## src/rtl/vote_ctrl_pkg.sv

```systemverilog
// Shared types and helpers for the voting controller: FSM state encoding,
// combine-mode selectors and the per-bit combine function.
package vote_ctrl_pkg;

  typedef enum logic [2:0] {
    StIdle,
    StCollect,
    StRxWait,
    StRxAck,
    StTxReq,
    StTxDone,
    StTest
  } state_e;

  localparam int unsigned MODE_AND = 0;
  localparam int unsigned MODE_OR  = 1;
  localparam int unsigned MODE_XOR = 2;

  // Per-bit merge of a local and a remote vote; unknown modes fall back to AND.
  function automatic logic combine(input int unsigned mode, input logic a, input logic b);
    logic r;
    case (mode)
      MODE_AND: r = a & b;
      MODE_OR:  r = a | b;
      MODE_XOR: r = a ^ b;
      default:  r = a & b;
    endcase
    return r;
  endfunction

endpackage

```

## src/rtl/vote_ctrl_param_if.sv

```systemverilog
// Panel and inter-station link signals of the voting controller.
// master = panel/remote side, slave = controller side.
interface vote_ctrl_param_if #(
  parameter int unsigned DW = 4,
  parameter int unsigned CW = 8
);
  logic          START;
  logic          TEST;
  logic          KEY;
  logic          G_BUTTON;
  logic          R_BUTTON;
  logic          RTS;
  logic [DW-1:0] V_IN;
  logic          RTR;
  logic          CTS_REG;
  logic          CTR_REG;
  logic [DW-1:0] V_OUT_REG;
  logic          ERR_REG;
  logic [CW-1:0] ROUND_CNT;

  modport master (
    output START, TEST, KEY, G_BUTTON, R_BUTTON, RTS, V_IN, RTR,
    input  CTS_REG, CTR_REG, V_OUT_REG, ERR_REG, ROUND_CNT
  );

  modport slave (
    input  START, TEST, KEY, G_BUTTON, R_BUTTON, RTS, V_IN, RTR,
    output CTS_REG, CTR_REG, V_OUT_REG, ERR_REG, ROUND_CNT
  );
endinterface

```

## src/rtl/btn_edge_det.sv

```systemverilog
// Rising-edge detector for a level button: one-cycle pulse when the input
// goes high relative to its registered previous value.
module btn_edge_det (
  input  logic clk,
  input  logic reset,
  input  logic btn,
  output logic pulse
);

  logic last_q;

  always_ff @(posedge clk or negedge reset) begin
    if (!reset) begin
      last_q <= 1'b0;
    end else begin
      last_q <= btn;
    end
  end

  assign pulse = btn & ~last_q;

endmodule

```

## src/rtl/vote_ctrl_param.sv

```systemverilog
// Voting controller: collects DW local votes, receives a remote vote word over
// RTS/CTS, combines both and sends the result over CTR/RTR with timeout abort.
module vote_ctrl_param
  import vote_ctrl_pkg::*;
#(
  parameter int unsigned   DW       = 4,
  parameter int unsigned   MODE     = 0,
  parameter int unsigned   TIMEOUT  = 255,
  parameter int unsigned   CW       = 8,
  parameter logic [DW-1:0] TEST_PAT = DW'(4'hA)
) (
  input logic               clk,
  input logic               reset,
  vote_ctrl_param_if.slave  bus
);

  localparam int unsigned     IW        = (DW > 1) ? $clog2(DW) : 1;
  localparam int unsigned     TW        = $clog2(TIMEOUT);
  localparam logic [IW-1:0]   IdxLast   = IW'(DW - 1);
  localparam logic [TW-1:0]   TimerLast = TW'(TIMEOUT - 1);

  state_e        state_q, state_d;
  logic [DW-1:0] vote_q, vote_d;
  logic [DW-1:0] rx_q, rx_d;
  logic [DW-1:0] vout_q, vout_d;
  logic [IW-1:0] idx_q, idx_d;
  logic [TW-1:0] timer_q, timer_d;
  logic [CW-1:0] round_q, round_d;
  logic          cts_q, cts_d;
  logic          ctr_q, ctr_d;
  logic          err_q, err_d;
  logic [DW-1:0] combined;
  logic          g_pulse, r_pulse;
  logic          expired, abort;

  btn_edge_det u_g_edge (
    .clk   (clk),
    .reset (reset),
    .btn   (bus.G_BUTTON),
    .pulse (g_pulse)
  );

  btn_edge_det u_r_edge (
    .clk   (clk),
    .reset (reset),
    .btn   (bus.R_BUTTON),
    .pulse (r_pulse)
  );

  always_comb begin
    combined = '0;
    for (int i = 0; i < DW; i++) begin
      combined[i] = combine(MODE, vote_q[i], rx_q[i]);
    end
  end

  assign expired = (timer_q == TimerLast);

  always_comb begin
    state_d = state_q;
    vote_d  = vote_q;
    rx_d    = rx_q;
    vout_d  = vout_q;
    idx_d   = idx_q;
    timer_d = timer_q;
    round_d = round_q;
    cts_d   = cts_q;
    ctr_d   = ctr_q;
    err_d   = err_q;
    abort   = 1'b0;

    unique case (state_q)
      StIdle: begin
        cts_d = 1'b0;
        ctr_d = 1'b0;
        if (bus.START && bus.KEY) begin
          state_d = StCollect;
          vote_d  = '0;
          idx_d   = '0;
          err_d   = 1'b0;
        end else if (bus.START && bus.TEST) begin
          state_d = StTest;
          vout_d  = TEST_PAT;
          ctr_d   = 1'b1;
        end
      end
      StCollect: begin
        // Dropping START wins over any button pulse in the same cycle.
        if (!bus.START) begin
          state_d = StIdle;
          vote_d  = '0;
          idx_d   = '0;
        end else if (bus.KEY && (g_pulse ^ r_pulse)) begin
          vote_d[idx_q] = g_pulse;
          if (idx_q == IdxLast) begin
            state_d = StRxWait;
            idx_d   = '0;
            timer_d = '0;
          end else begin
            idx_d = idx_q + 1'b1;
          end
        end
      end
      StRxWait: begin
        timer_d = timer_q + 1'b1;
        if (bus.RTS) begin
          rx_d    = bus.V_IN;
          cts_d   = 1'b1;
          state_d = StRxAck;
          timer_d = '0;
        end else if (expired) begin
          abort = 1'b1;
        end
      end
      StRxAck: begin
        timer_d = timer_q + 1'b1;
        if (!bus.RTS) begin
          cts_d   = 1'b0;
          vout_d  = combined;
          ctr_d   = 1'b1;
          state_d = StTxReq;
          timer_d = '0;
        end else if (expired) begin
          abort = 1'b1;
        end
      end
      StTxReq: begin
        timer_d = timer_q + 1'b1;
        if (bus.RTR) begin
          ctr_d   = 1'b0;
          state_d = StTxDone;
          timer_d = '0;
        end else if (expired) begin
          abort = 1'b1;
        end
      end
      StTxDone: begin
        timer_d = timer_q + 1'b1;
        if (!bus.RTR) begin
          round_d = round_q + 1'b1;
          state_d = StIdle;
        end else if (expired) begin
          abort = 1'b1;
        end
      end
      StTest: begin
        if (bus.TEST) begin
          vout_d = TEST_PAT;
          ctr_d  = 1'b1;
        end else begin
          ctr_d   = 1'b0;
          state_d = StIdle;
        end
      end
      default: state_d = StIdle;
    endcase

    if (abort) begin
      err_d   = 1'b1;
      cts_d   = 1'b0;
      ctr_d   = 1'b0;
      state_d = StIdle;
    end
  end

  always_ff @(posedge clk or negedge reset) begin
    if (!reset) begin
      state_q <= StIdle;
      vote_q  <= '0;
      rx_q    <= '0;
      vout_q  <= '0;
      idx_q   <= '0;
      timer_q <= '0;
      round_q <= '0;
      cts_q   <= 1'b0;
      ctr_q   <= 1'b0;
      err_q   <= 1'b0;
    end else begin
      state_q <= state_d;
      vote_q  <= vote_d;
      rx_q    <= rx_d;
      vout_q  <= vout_d;
      idx_q   <= idx_d;
      timer_q <= timer_d;
      round_q <= round_d;
      cts_q   <= cts_d;
      ctr_q   <= ctr_d;
      err_q   <= err_d;
    end
  end

  assign bus.CTS_REG   = cts_q;
  assign bus.CTR_REG   = ctr_q;
  assign bus.V_OUT_REG = vout_q;
  assign bus.ERR_REG   = err_q;
  assign bus.ROUND_CNT = round_q;

endmodule

```

## src/flat_wrapper.sv

```systemverilog
// flat-port wrapper written by rule: the top's interface ports become plain ports
module vote_ctrl_param_flat import vote_ctrl_pkg::*;
#(
  parameter int unsigned   DW       = 4,
  parameter int unsigned   MODE     = 0,
  parameter int unsigned   TIMEOUT  = 255,
  parameter int unsigned   CW       = 8,
  parameter logic [DW-1:0] TEST_PAT = DW'(4'hA)
)
  (clk, reset, bus_START, bus_TEST, bus_KEY, bus_G_BUTTON, bus_R_BUTTON, bus_RTS, bus_V_IN, bus_RTR, bus_CTS_REG, bus_CTR_REG, bus_V_OUT_REG, bus_ERR_REG, bus_ROUND_CNT);
  vote_ctrl_param_if #(.DW(DW), .CW(CW)) bus_i ();
  input logic clk;
  input logic reset;
  input wire logic [$bits(bus_i.START)-1:0] bus_START;
  input wire logic [$bits(bus_i.TEST)-1:0] bus_TEST;
  input wire logic [$bits(bus_i.KEY)-1:0] bus_KEY;
  input wire logic [$bits(bus_i.G_BUTTON)-1:0] bus_G_BUTTON;
  input wire logic [$bits(bus_i.R_BUTTON)-1:0] bus_R_BUTTON;
  input wire logic [$bits(bus_i.RTS)-1:0] bus_RTS;
  input wire logic [$bits(bus_i.V_IN)-1:0] bus_V_IN;
  input wire logic [$bits(bus_i.RTR)-1:0] bus_RTR;
  output wire logic [$bits(bus_i.CTS_REG)-1:0] bus_CTS_REG;
  output wire logic [$bits(bus_i.CTR_REG)-1:0] bus_CTR_REG;
  output wire logic [$bits(bus_i.V_OUT_REG)-1:0] bus_V_OUT_REG;
  output wire logic [$bits(bus_i.ERR_REG)-1:0] bus_ERR_REG;
  output wire logic [$bits(bus_i.ROUND_CNT)-1:0] bus_ROUND_CNT;
  assign bus_i.START = bus_START;
  assign bus_i.TEST = bus_TEST;
  assign bus_i.KEY = bus_KEY;
  assign bus_i.G_BUTTON = bus_G_BUTTON;
  assign bus_i.R_BUTTON = bus_R_BUTTON;
  assign bus_i.RTS = bus_RTS;
  assign bus_i.V_IN = bus_V_IN;
  assign bus_i.RTR = bus_RTR;
  assign bus_CTS_REG = bus_i.CTS_REG;
  assign bus_CTR_REG = bus_i.CTR_REG;
  assign bus_V_OUT_REG = bus_i.V_OUT_REG;
  assign bus_ERR_REG = bus_i.ERR_REG;
  assign bus_ROUND_CNT = bus_i.ROUND_CNT;
  vote_ctrl_param #(.DW(DW), .MODE(MODE), .TIMEOUT(TIMEOUT), .CW(CW), .TEST_PAT(TEST_PAT)) u_core (.clk(clk), .reset(reset), .bus(bus_i));
endmodule
```

## config.mk

```make
export PLATFORM = sky130hd
export DESIGN_NAME = vote_ctrl_param_flat
export DESIGN_NICKNAME = d
export VERILOG_FILES = /design/src/rtl/vote_ctrl_pkg.sv /design/src/rtl/vote_ctrl_param_if.sv /design/src/rtl/btn_edge_det.sv /design/src/rtl/vote_ctrl_param.sv /design/src/flat_wrapper.sv
export SDC_FILE = /design/constraint.sdc
export NUM_CORES = 1
export LEC_CHECK = 0
export ABC_AREA = 1
export CORE_MARGIN = 2
export CORE_UTILIZATION = 35
export DETAILED_ROUTE_END_ITERATION = 16
export GPL_ROUTABILITY_DRIVEN = 1
export PLACE_DENSITY = 0.55
export SLEW_MARGIN = 40
export SYNTH_ARGS = -nofsm -noshare
export SYNTH_HDL_FRONTEND = slang
export SYNTH_SLANG_ARGS = --single-unit
export TNS_END_PERCENT = 20
```

## constraint.sdc

```tcl
create_clock -name clk -period 3.61 [get_ports clk]
set_clock_uncertainty 0.15 [all_clocks]
set_input_delay 0.722 -clock clk [delete_from_list [all_inputs] [get_ports clk]]
set_output_delay 0.722 -clock clk [all_outputs]
set_load 0.05 [all_outputs]
```

== Yosys cells after proc, flatten, opt, wreduce, memory -nomap -nowiden ==
Index checks and enable logic that the tools add are counted.

* Register bits: 38
* Input bits: 13

* $add $sub $neg: 3
* Order comparisons: 2
* Equality and inequality tests: 25
* Multiplexer cells: 56
* Bitwise gates (word level): 10
* Reduce and logical (&&, ||, !) cells: 21

{| class="wikitable"
|+ Operators by type and width
! operator !! number
|-
| $mux W8 || 6
|-
| $pmux W8 S5 || 1
|-
| $mux W3 || 11
|-
| $mux W4 || 7
|-
| $pmux W3 S7 || 1
|-
| $mux W1 || 18
|-
| $ne A3 B2 Y1 const B || 6
|-
| $add A8 B1 Y8 const B || 2
|-
| $pmux W4 S3 || 1
|-
| $reduce_bool A5 Y1 || 2
|-
| $eq A3 B3 Y1 const B || 3
|-
| $reduce_and A3 Y1 || 3
|-
| $eq A8 B8 Y1 const B || 1
|-
| $mux W2 || 4
|-
| $ne A2 B1 Y1 const B || 4
|-
| $ne A2 B2 Y1 const B || 4
|-
| $ne A4 B2 Y1 const B || 2
|-
| $pmux W1 S4 || 2
|-
| $pmux W4 S2 || 1
|-
| $reduce_and A8 Y1 || 1
|-
| $and A1 B1 Y1 || 6
|-
| $eq A3 B2 Y1 const B || 2
|-
| $reduce_and A2 Y1 || 3
|-
| $reduce_bool A2 Y1 || 3
|-
| other kinds (18) || 23
|}

== Depth between registers and ports, before layout ==
* Depth after elaboration: 8
* Gate-level depth with buffers: 10
* Depth with buffers taken out: 10

== By module ==
Synthesis repeated with hierarchy kept, for this count alone.

* Cells, all modules: 267
* Area, all modules: 2,275.9 µm²

{| class="wikitable"
|+ By module, submodules not included
! module !! instances !! cells an instance !! area an instance (µm²) !! seq. area each (µm²)
|-
| vote_ctrl_param || 1 || 261 || 2,205.9 || 900.9
|-
| btn_edge_det || 2 || 3 || 35.0 || 25.0
|}

== Least setup slack after synthesis ==
No wires, ideal clock.

* Path type: register -> register
* Start point: register u_core.state_q[2]
* End point: register u_core.timer_q[6]
* Data arrival time: 1.596 ns
* Required time: 3.347 ns
* Slack: 1.751 ns
* Cell stages (with the launch flop): 11
* Path buffers: 0
* Path through: dfrtp_1 -> inv_2 -> ha_1 -> clkinv_1 -> nand2_2 -> inv_2 -> o21bai_2 -> nand3_1 -> nand2_1 -> nand2_1 -> inv_1

* Cells in the longest elaborated chain, start to end: 3

{| class="wikitable"
|+ RTL lines
! what !! line !! RTL
|-
| start, declared || vote_ctrl_param.sv:22 || <nowiki>state_e state_q, state_d;</nowiki>
|-
| start signal, assigned || vote_ctrl_param.sv:168 || <nowiki>state_q <= StIdle;</nowiki>
|-
| start signal, assigned || vote_ctrl_param.sv:179 || <nowiki>state_q <= state_d;</nowiki>
|-
| $eq A3 B1 Y1 (tied with other cells) || vote_ctrl_param.sv:72 || <nowiki>unique case (state_q)</nowiki>
|-
| $reduce_bool A5 Y1 (no source line) (tied with other cells) || n/a ||
|-
| $reduce_and A4 Y1 (no source line) || n/a ||
|-
| end signal, assigned || vote_ctrl_param.sv:184 || <nowiki>timer_q <= timer_d;</nowiki>
|-
| end, declared || vote_ctrl_param.sv:27 || <nowiki>logic [TW-1:0] timer_q, timer_d;</nowiki>
|}

Several ways; a longest one is shown, not always the timed one.
A chain may end at the register's enable or synchronous reset.

== Worst setup path in the final report ==
Same ends and word-level chain as after synthesis.

==> run metrics <==
mean instance size in the synthesized netlist=7.795 um^2; post-cts resize count=0; clock insertion delay at the later pin of the skew report=0.29 ns; CP cell instances=inv_2 -> ha_1 -> clkinv_1 -> nand2_2 -> inv_2 -> o21bai_2 -> nand3_1 -> nand2_1 -> nand2_1 -> inv_1; post-detailed-route count of antenna-violating nets=0; number of slew-limit violations in the final report=0; core area=6350 um^2; Core Rows=29; num ports=28; top library cells by usage in the layout, fill and taps aside=nand2_1, nand3_1, inv_1; top post-synthesis cells by area=dfrtp_1, nand2_1, nand3_1; floorplan die height=85.19 um; routed vias/inst=4.780; die width=85.19 um; Worst Max-Slew Pin Slew=0.5052 ns; status=finished, final reports clean; synthesized-area fraction occupied by adder cells=0.04338; data arrival time at the worst-slack endpoint=2.48 ns; Relative slew margins=0.6621; max_cap viols=0; post-CTS clock slew at the launch and capture registers of the worst setup and hold paths=0.07 ns; count of TritonRoute iterations in the first routing pass=4; cell count after synthesis=296; met3 Track Usage GR=0.03113; maximum fanout count along the critical path=14; Buffers on Ports=27; grt total ovfl=0; relative area change from synthesis to final layout=18.60%; maximum number of pins on one net before global-route repair=39; number of CTS-inserted buffers=5; final instance area=2736 um^2; proportion of synthesized area in mux cells=0.01952; number of vias after detailed routing=1,936; GRT busiest layer=met2; placed wire-length estimate after detailed placement=3865 um; Syn Nets=317; average wire per cell in the routed design=12.56 um; sequential-to-total area share from yosys stat=0.4121; # Post-CTS Setup Buffers=0; endpoint type of the worst setup path=flop; Reg-to-Reg Start=u_core.state_q[2]$_DFFE_PN0P_; post-synth design cell area=2307 um^2; dominant combinational cell family by area after synthesis=simple AND/OR/NAND/NOR gates; launching element type of the critical path=flop; RSZ-0062 raised after global routing=false; Worst R2R Path Depth=10; full die area=7257 um^2; fraction of the mapped netlist area in compound gates=0.06941; met1 track utilization from global routing=0.2034; Total Wirelength=5085 um; Max Buffers Root-to-Sink=2; number of global-route vias before repair=1,838; register-to-register setup slack=1.17 ns; clock tree root buffer cell=clkbuf_8; Period Utilization, post-route=0.6758; Yosys cell types=31; GRT Resource Usage Total=0.1525; Nets=348; reported leakage power=1.365 nW; endpoint of the worst-slack reg-to-reg timing path=u_core.timer_q[6]$_DFFE_PN0P_; hold-fix buffer count after cts=0; first-pass GRT wire length=8763 um; areal power density over the cells=689.9 nW/um^2; dominant cell type by area after synthesis=dfrtp_1; final count of hold timing violations=0; required time of the worst setup path=3.65 ns; antenna violations before repair=0; Comb power frac=0.495; maximum frequency from static timing analysis=409.9 MHz; met2 Track Usage GR=0.2472; TritonCTS clock tree=built; post-detailed-placement cell area=2645 um^2; switching power share of the total=0.4743; switching power summed over all nets=0.8955 mW; longest individual stage delay on the worst path=0.66 ns; Starting Density=0.3633; most frequent standard cell in the layout excluding fill and tap cells=nand2_1; share of post-route cells with drive strength above 1=0.1189; DRC marker count from the first detailed-route iteration=120; sequential cell fraction of total power=0.344; count of yosys warnings during synthesis=0; shortest clock period the worst path allows after layout=2.440 ns; gp weighted congestion=0.8406; xor/xnor cell area share of the yosys netlist=0.03037; TNS Setup=0 ns; maximum level of the CTS H-tree=2; cell internal pwr=0.9925 mW; clock network fraction of design power=0.160; area share of the leading cell type in the synthesized netlist=0.4121; DRC violations left=0; sink count of the clock tree=38; Synth Register Bits=38; Hold Path Class=in2async; start-to-end type of the worst setup path=reg2reg; master of the slowest instance on the critical path=dfrtp_1; Synth Area in Simple Gates=0.3389; Peak supply drop=0.0003311 V; setup violators final=0; Antenna Diode Count=0
[worst max path at each step]
stage,start,end,slack [ns],cells after the start
6_report,u_core.state_q[2]$_DFFE_PN0P_,u_core.timer_q[6]$_DFFE_PN0P_,1.17,10
5_1_grt,u_core.state_q[2]$_DFFE_PN0P_,u_core.timer_q[5]$_DFFE_PN0P_,1.01,10
4_1_cts,u_core.bus.ROUND_CNT[3]$_DFFE_PN0P_,bus_ROUND_CNT[3],1.18,1
3_5_place_dp,bus_RTS,u_core.bus.CTR_REG$_DFFE_PN0P_,1.14,6
3_3_place_gp,bus_RTS,u_core.bus.CTR_REG$_DFFE_PN0P_,1.12,6
2_1_floorplan,u_core.state_q[2]$_DFFE_PN0P_,u_core.timer_q[6]$_DFFE_PN0P_,1.75,10
[stage by stage]
stage               std cells  hold slack (ns)  power [mW]  worst slack (ns)  utilization
floorplan                 296           0.2764       1.353             1.751            -
global placement          397           0.3108       1.587             1.125       0.4162
detailed placement        397           0.3190       1.589             1.136       0.4166
CTS                       405           0.2637       1.905             1.179       0.4309
global route              405           0.2808       2.051             1.015       0.4309
finish                    405           0.2433       1.888             1.170       0.4309
[registers in the layout (all words and copies together) (netlist names)]
name / cells
u_core.bus.CTR_REG: 1
u_core.bus.CTS_REG: 1
u_core.bus.ERR_REG: 1
u_core.bus.ROUND_CNT: 8
u_core.bus.V_OUT_REG: 4
u_core.idx_q: 2
u_core.rx_q: 4
u_core.state_q: 3
u_core.timer_q: 8
u_core.u_g_edge.last_q: 1
u_core.u_r_edge.last_q: 1
u_core.vote_q: 4
[cell usage after synthesis (all sizes together)]
cell,number
a21boi,1
nand3,45
buf,3
xnor2,5
nand4,7
inv,45
o31ai,1
and3,1
dfrtp,38
ha,8
clkinv,1
nor4,2
o21bai,1
xor2,3
a21oi,7
or2,1
nand2,76
mux2,4
o21ai,18
nor3,3
o2111ai,1
nor2,25
[logic make-up (layout without fill, tap and decap cells)]
family,after synthesis,after routing
DFF,38,38
and+or+nand+nor,160,160
buffers and inverters,49,81
xor gates and xnor gates,8,8
adders and majority gates,8,8
muxes,4,4
AOI/OAI and AO/OA,29,29
[power by group through the flow]
stage                     clock (mW)  sequential, mW  combinational (mW)
after floorplan                    0           0.726               0.627
after global placement             0           0.657               0.930
after detailed placement           0           0.657               0.933
after CTS                      0.315           0.649               0.940
after global routing           0.334           0.668                1.05
final                          0.302           0.650               0.935
[metal layers]
metal | routed length [um] | vias to the layer above
li1 | - | 1016
met1 | 2574 | 887
met2 | 2305 | 27
met3 | 124 | 6
met4 | 80 | 0
met5 | 0 | -
[critical path, delay by kind of cell (launching register included)]
kind                     cells  cell delay (ns)
flip-flops                   1             0.66
buffers and inverters        4             0.53
adder cells (fa/ha/maj)      1             0.34
AND/OR/NAND/NOR              4             0.43
AO/OA/AOI/OAI                1             0.24
[cell type report]
class	count	area [um^2]
clock inverters	1	5.005
well taps	77	96.34
repair buffers	27	267.8
clock buffers	7	86.33
fillers	617	3613
flip-flops and latches	38	950.9
multi-input cells	209	1157
inverters	46	172.7
No activity file was read; power rests on OpenSTA's default activity.
